**src/rtl/ghash_pipe_ctrl.sv**
```systemverilog
// Sequencing controller for a registered GHASH core pipeline: stage enables,
// feedback clear, length-block injection, tag strobe and beat-count checking.
module ghash_pipe_ctrl #(
    parameter int NB_BLOCK   = 128,
    parameter int N_BLOCKS   = 2,
    parameter int NB_DATA    = N_BLOCKS * NB_BLOCK,
    parameter int PIPE_DEPTH = 3,
    parameter int NB_LEN     = 64,
    parameter int NB_CNT     = 32
) (
    input  logic                  i_clock,
    input  logic                  i_reset,
    input  logic                  i_valid,
    input  logic                  i_sop,
    input  logic                  i_eop,
    input  logic [NB_LEN-1:0]     i_aad_len,
    input  logic [NB_LEN-1:0]     i_data_len,
    output logic                  o_ready,
    output logic [PIPE_DEPTH-1:0] o_stage_valid,
    output logic                  o_feedback_clear,
    output logic                  o_len_insert,
    output logic [NB_BLOCK-1:0]   o_len_block,
    output logic                  o_tag_valid,
    output logic                  o_len_error,
    output logic                  o_busy
);

    localparam int LG_BLOCK = $clog2(NB_BLOCK);
    localparam int LG_NBLK  = $clog2(N_BLOCKS);
    localparam int DW       = (PIPE_DEPTH > 2) ? $clog2(PIPE_DEPTH) : 1;

    typedef enum logic [1:0] {IDLE, DATA, LEN, DRAIN} state_t;

    state_t                state_q, state_d;
    logic [PIPE_DEPTH-1:1] tok_q, tok_d;
    logic [NB_LEN-1:0]     aad_q, aad_d;
    logic [NB_LEN-1:0]     dlen_q, dlen_d;
    logic [NB_CNT-1:0]     beat_cnt_q, beat_cnt_d;
    logic [NB_CNT-1:0]     exp_q, exp_d;
    logic [DW-1:0]         drain_cnt_q, drain_cnt_d;
    logic                  err_q, err_d;

    logic                  run;
    logic                  accept;
    logic                  sop_acc;
    logic                  issue;
    logic [PIPE_DEPTH-1:0] sv_all;
    logic [NB_CNT-1:0]     blocks;
    logic [NB_CNT-1:0]     bsum;
    logic [NB_CNT-1:0]     exp_calc;

    function automatic logic [NB_CNT-1:0] ceil_blk(input logic [NB_LEN-1:0] len);
        logic [NB_LEN:0] s;
        s = {1'b0, len} + (NB_LEN+1)'(NB_BLOCK - 1);
        return NB_CNT'(s >> LG_BLOCK);
    endfunction

    always_comb begin
        run              = ~i_reset;
        o_ready          = run & ((state_q == IDLE) | (state_q == DATA));
        accept           = i_valid & o_ready & ((state_q == IDLE) ? i_sop : 1'b1);
        sop_acc          = accept & (state_q == IDLE);
        issue            = accept | (run & (state_q == LEN));
        sv_all           = {tok_q, issue};
        o_stage_valid    = sv_all;
        o_feedback_clear = sop_acc;
        o_len_insert     = run & (state_q == LEN);
        o_tag_valid      = run & (state_q == DRAIN) & (drain_cnt_q == '0);
        o_len_block      = NB_BLOCK'({aad_q, dlen_q});
        o_len_error      = err_q;
        o_busy           = (state_q != IDLE);

        blocks   = ceil_blk(i_aad_len) + ceil_blk(i_data_len);
        bsum     = blocks + NB_CNT'(N_BLOCKS - 1);
        exp_calc = bsum >> LG_NBLK;
        if (exp_calc == '0) exp_calc = NB_CNT'(1);
    end

    always_comb begin
        state_d     = state_q;
        tok_d       = sv_all[PIPE_DEPTH-2:0];
        aad_d       = aad_q;
        dlen_d      = dlen_q;
        beat_cnt_d  = beat_cnt_q;
        exp_d       = exp_q;
        drain_cnt_d = drain_cnt_q;
        err_d       = err_q;
        case (state_q)
            IDLE: begin
                if (sop_acc) begin
                    aad_d      = i_aad_len;
                    dlen_d     = i_data_len;
                    beat_cnt_d = NB_CNT'(1);
                    exp_d      = exp_calc;
                    err_d      = 1'b0;
                    state_d    = i_eop ? LEN : DATA;
                end
            end
            DATA: begin
                if (accept) begin
                    if (beat_cnt_q != '1) beat_cnt_d = beat_cnt_q + NB_CNT'(1);
                    if (i_eop) state_d = LEN;
                end
            end
            LEN: begin
                // The LEN cycle sees the final count; DATA never updates it after EOP.
                err_d       = err_q | (beat_cnt_q != exp_q);
                drain_cnt_d = DW'(PIPE_DEPTH - 1);
                state_d     = DRAIN;
            end
            default: begin
                if (drain_cnt_q == '0) state_d = IDLE;
                else drain_cnt_d = drain_cnt_q - DW'(1);
            end
        endcase
    end

    always_ff @(posedge i_clock) begin
        if (i_reset) begin
            state_q     <= IDLE;
            tok_q       <= '0;
            aad_q       <= '0;
            dlen_q      <= '0;
            beat_cnt_q  <= '0;
            exp_q       <= '0;
            drain_cnt_q <= '0;
            err_q       <= 1'b0;
        end else begin
            state_q     <= state_d;
            tok_q       <= tok_d;
            aad_q       <= aad_d;
            dlen_q      <= dlen_d;
            beat_cnt_q  <= beat_cnt_d;
            exp_q       <= exp_d;
            drain_cnt_q <= drain_cnt_d;
            err_q       <= err_d;
        end
    end

endmodule

```
**config.mk**
```make
export PLATFORM = sky130hd
export DESIGN_NAME = ghash_pipe_ctrl
export DESIGN_NICKNAME = d
export VERILOG_FILES = /design/src/rtl/ghash_pipe_ctrl.sv
export SDC_FILE = /design/constraint.sdc
export NUM_CORES = 1
export LEC_CHECK = 0
export ABC_AREA = 0
export CORE_ASPECT_RATIO = 1.5
export CORE_UTILIZATION = 25
export CTS_CLUSTER_DIAMETER = 80
export DETAILED_ROUTE_END_ITERATION = 8
export PLACE_DENSITY_LB_ADDON = 0.2
export SLEW_MARGIN = 10
export SYNTH_ARGS = -nofsm -noshare
export SYNTH_HDL_FRONTEND = slang
export SYNTH_SLANG_ARGS = --single-unit
export TNS_END_PERCENT = 20
```
**constraint.sdc**
```tcl
create_clock -name i_clock -period 4.6 [get_ports i_clock]
set_clock_uncertainty 0.15 [all_clocks]
set_input_delay 0.69 -clock i_clock [delete_from_list [all_inputs] [get_ports i_clock]]
set_output_delay 0.69 -clock i_clock [all_outputs]
set_load 0.005 [all_outputs]
```
==> impl_results.md, run 1 <==
* Final hold violations at 0
* Total CTS buffers at 17
* Drt first pass iters at 4
* Power Density at 304.7 mW/mm^2
* Final setup violation count at 0
* Peak supply drop at 0.2201 mV
* Required @ worst endpoint at between 4 and 5 ns
* Die X at 171.0 um
* Register area share after synthesis at 37.03%
* Worst Hold Launch: aad_q[43]
* Met1 usage at 18.33%
* Post-DRT Antenna Nets at 0
* CTS hold repair buffers at 0
* R2R setup slack at 1.03 ns
* H-tree depth at 4
* Met3 global-route usage at 3.377%
* Drt total wl at ~38,000 um
* Initial Util at 25.41%
* Max frequency at 228.3 MHz
* Leakage at 6.684 nW
* Leading area contributor after synthesis: dfxtp_1
* Share of post-route cells with drive strength above 1 at 21.11%
* GR Layer Usage met2 at 32.57%
* Fin. max-slew vios at 0
* Leading cell type in the layout, fill and taps excluded: nand2_1
* Io pins at 270
* Non-Filler Instances at 2,460
* Initial antenna violation count at 1
* FILL cells at around 4,400
* Residual DRC at 0
* Status: completed
* DIE AREA at 0.04366 mm^2
* Clock sink count at 198
* Hold Crit Class: register to register
* GR Overflow Total at 0
* Dpl hpwl at 28,620 um
* CTS tree: built
* RSZ-0062 raised after global routing: true
* Worst setup EP type: register
* Netlist cell types at between 70 and 80
* Share of synthesized registers carrying an async set or reset at 0%
* Clock slew at reported path FFs at 0.08 ns
* Crit path kind: input pin to register
* Largest net degree at the start of global routing at 164
* Synthesized area at 0.01070 mm^2
* Avg Cell Area, Syn at around 7.6 um^2
* Critical path origin: i_aad_len[6]
* Area of the multi-input gates at 0.006948 mm^2
* # rows at 92
* Wire length per cell at 15.36 um
* First-pass GRT wire length at roughly 60,000 um
* Cells after Synth at 1,411
* Synth-to-layout area growth at 59.28%
* Gpl congestion at 0.8376
* First DRT Iteration DRCs at 334
* DR vias/cell at ~4.5
* Arr. time, crit path at 4.62 ns
* Commonest non-fill, non-tap cells in the layout: nand2_1, buf_4, clkdlybuf4s50_1
* Global-route usage over all layers at 17.50%
* Deepest clock path buffer count at 2
* Synth area leaders: dfxtp_1, nand2_1, a21oi_1, xnor2_1, ha_1
* Number of max-cap violations at 0
* Minimum clock period at between 4 and 5 ns
* Placeable Area at 0.04213 mm^2
* Seq cells post-synth at 198
* Max FO, Critical Path at 4
* Placed cells at 2,403
* Top Usage Layer GRT: met2
* TNS Setup at 0 ns
* IO buf count at 269
* Synthesized net count at about 1,600
* CP Launch Type: input pin
* Reg-to-reg critical path startpoint: state_q[0]
* Slew @ Worst Pin at 1.002 ns
* Ys Warns at 0
* Clk Latency, worst-skew pair at 0.46 ns
* Root buf cell: clkbuf_16
* EDFF count, synth at 0
* Top cell type's share of synthesized area at 37.03%
* Die Ht at between 200 and 300 um
* Number of global-route vias before repair at 11,321
* Register area at 0.003964 mm^2
* Nets@finish at 2,052
* Tcrit/Tclk final at approximately 95%
* Most used DFF post-synth: dfxtp_1
* Via count at 11,136
* Slew headroom at 33.17%
-- area by class of cell --
type                            instances  area share (%)
Sequential cell                       198           23.25
Timing Repair Buffer                  523           27.39
Multi-Input combinational cell       1105           40.75
Clock buffer                           17           2.495
Clock inverter                         15           1.116
Tap cell                              564           4.139
Inverter                               37          0.8440
Antenna cell                            1         0.01468
-- path summary, 6_finish.rpt --
path	endpoint	depth (start not counted)
min reg2reg	aad_q[43]	2
max	exp_q[0]	20
min	aad_q[43]	2
max reg2reg	beat_cnt_q[26]	11
-- worst max-delay path, cell delays in order --
cell and delay (ns):
buf_6 0.09, or4_4 0.58, o21ai_4 0.18, nor2_2 0.07, and2_4 0.16, nand4_1 0.13, nor2_4 0.09, xor2_2 0.15
ha_1 0.35, a21oi_1 0.15, a21oi_1 0.10, a211oi_2 0.15, buf_4 0.16, nand2_4 0.05, a311oi_2 0.28, xnor2_1 0.12
or4b_4 0.56, nor4_4 0.31, a41oi_2 0.13, nor2_1 0.11
-- cells in the mapped netlist, drive strengths merged (3+ instances only) --
cell	number
nand2	367
dfxtp	198
a21oi	191
nor2	84
xnor2	81
clkbuf	61
xor2	49
nand3	42
inv	37
ha	36
o21ai	33
nand4	27
a21o	17
or3	17
nor3	16
and3	13
buf	10
nor4	10
a211oi	8
nor2b	8
mux2i	6
nand2b	6
nor3b	6
or2	6
a21boi	5
a311oi	5
o21bai	5
or4	5
a31o	4
a31oi	4
o2111ai	4
o211ai	4
o21a	4
o311ai	4
and2	3
and4	3
o221ai	3
o22ai	3
-- routing by layer --
| layer | part of all wire, % | up-vias |
|---|---|---|
| met5 | 0 | - |
| li1 | - | 5737 |
| met4 | 3.9 | 0 |
| met2 | 54 | 181 |
| met3 | 3.5 | 52 |
| met1 | 39 | 5166 |
-- state kept, by name, indices dropped and copies added, names as in the netlist --
signal and cells:
drain_cnt_q 2, tok_q 2, state_q 2, dlen_q 64, o_len_error 1, exp_q 31, aad_q 64, beat_cnt_q 32
-- cell families after synthesis --
kind of cell | synth area share, %
flip-flops | 37.03
multiplexers | 0.5611
AND/OR/NAND/NOR | 25.79
AO/OA/AOI/OAI | 17.38
XOR/XNOR | 10.85
buffers and inverters | 3.998
adder cells (fa/ha/maj) | 4.395
-- where the power goes --
group          total, mW  internal [mW]  switching [mW]
clock network       1.61          0.828           0.785
registers           1.90           1.83          0.0672
logic               1.69          0.856           0.829
total               5.19           3.51            1.68
-- timing repair --
item                                    4_1_cts  5_1_grt
setup buffers                                10       15
resized for setup                            49      102
endpoints found under the setup margin        8       10
pin swaps                                    36       73
-- metrics by stage --
step	worst slack [ns]	hold slack [ns]	utilization [%]	instance area [um^2]	total power [mW]
floorplan	0.01721	0.2944	-	10720	2.693
global placement	-0.6993	0.2906	36.99	15580	3.504
detailed placement	-0.7774	0.2953	36.99	15580	3.525
CTS	0.007272	0.3059	39.07	16460	5.210
global route	-0.03138	0.3102	40.47	17050	5.495
finish	0.2207	0.3041	40.47	17050	5.194
No activity file was read; power rests on OpenSTA's default activity.
==> run 2: changes to the inputs <==
- HOLD_SLACK_MARGIN: unset -> 0.12
- SKIP_LAST_GASP: unset -> 1
==> results of run 2 <==
No change in the layout: final DEF, timing and power equal those of run 1.
==> run 3: changes to the inputs <==
- SLEW_MARGIN: 10 -> 20
==> results of run 3 <==
No change in the layout: final DEF, timing and power equal those of run 1.
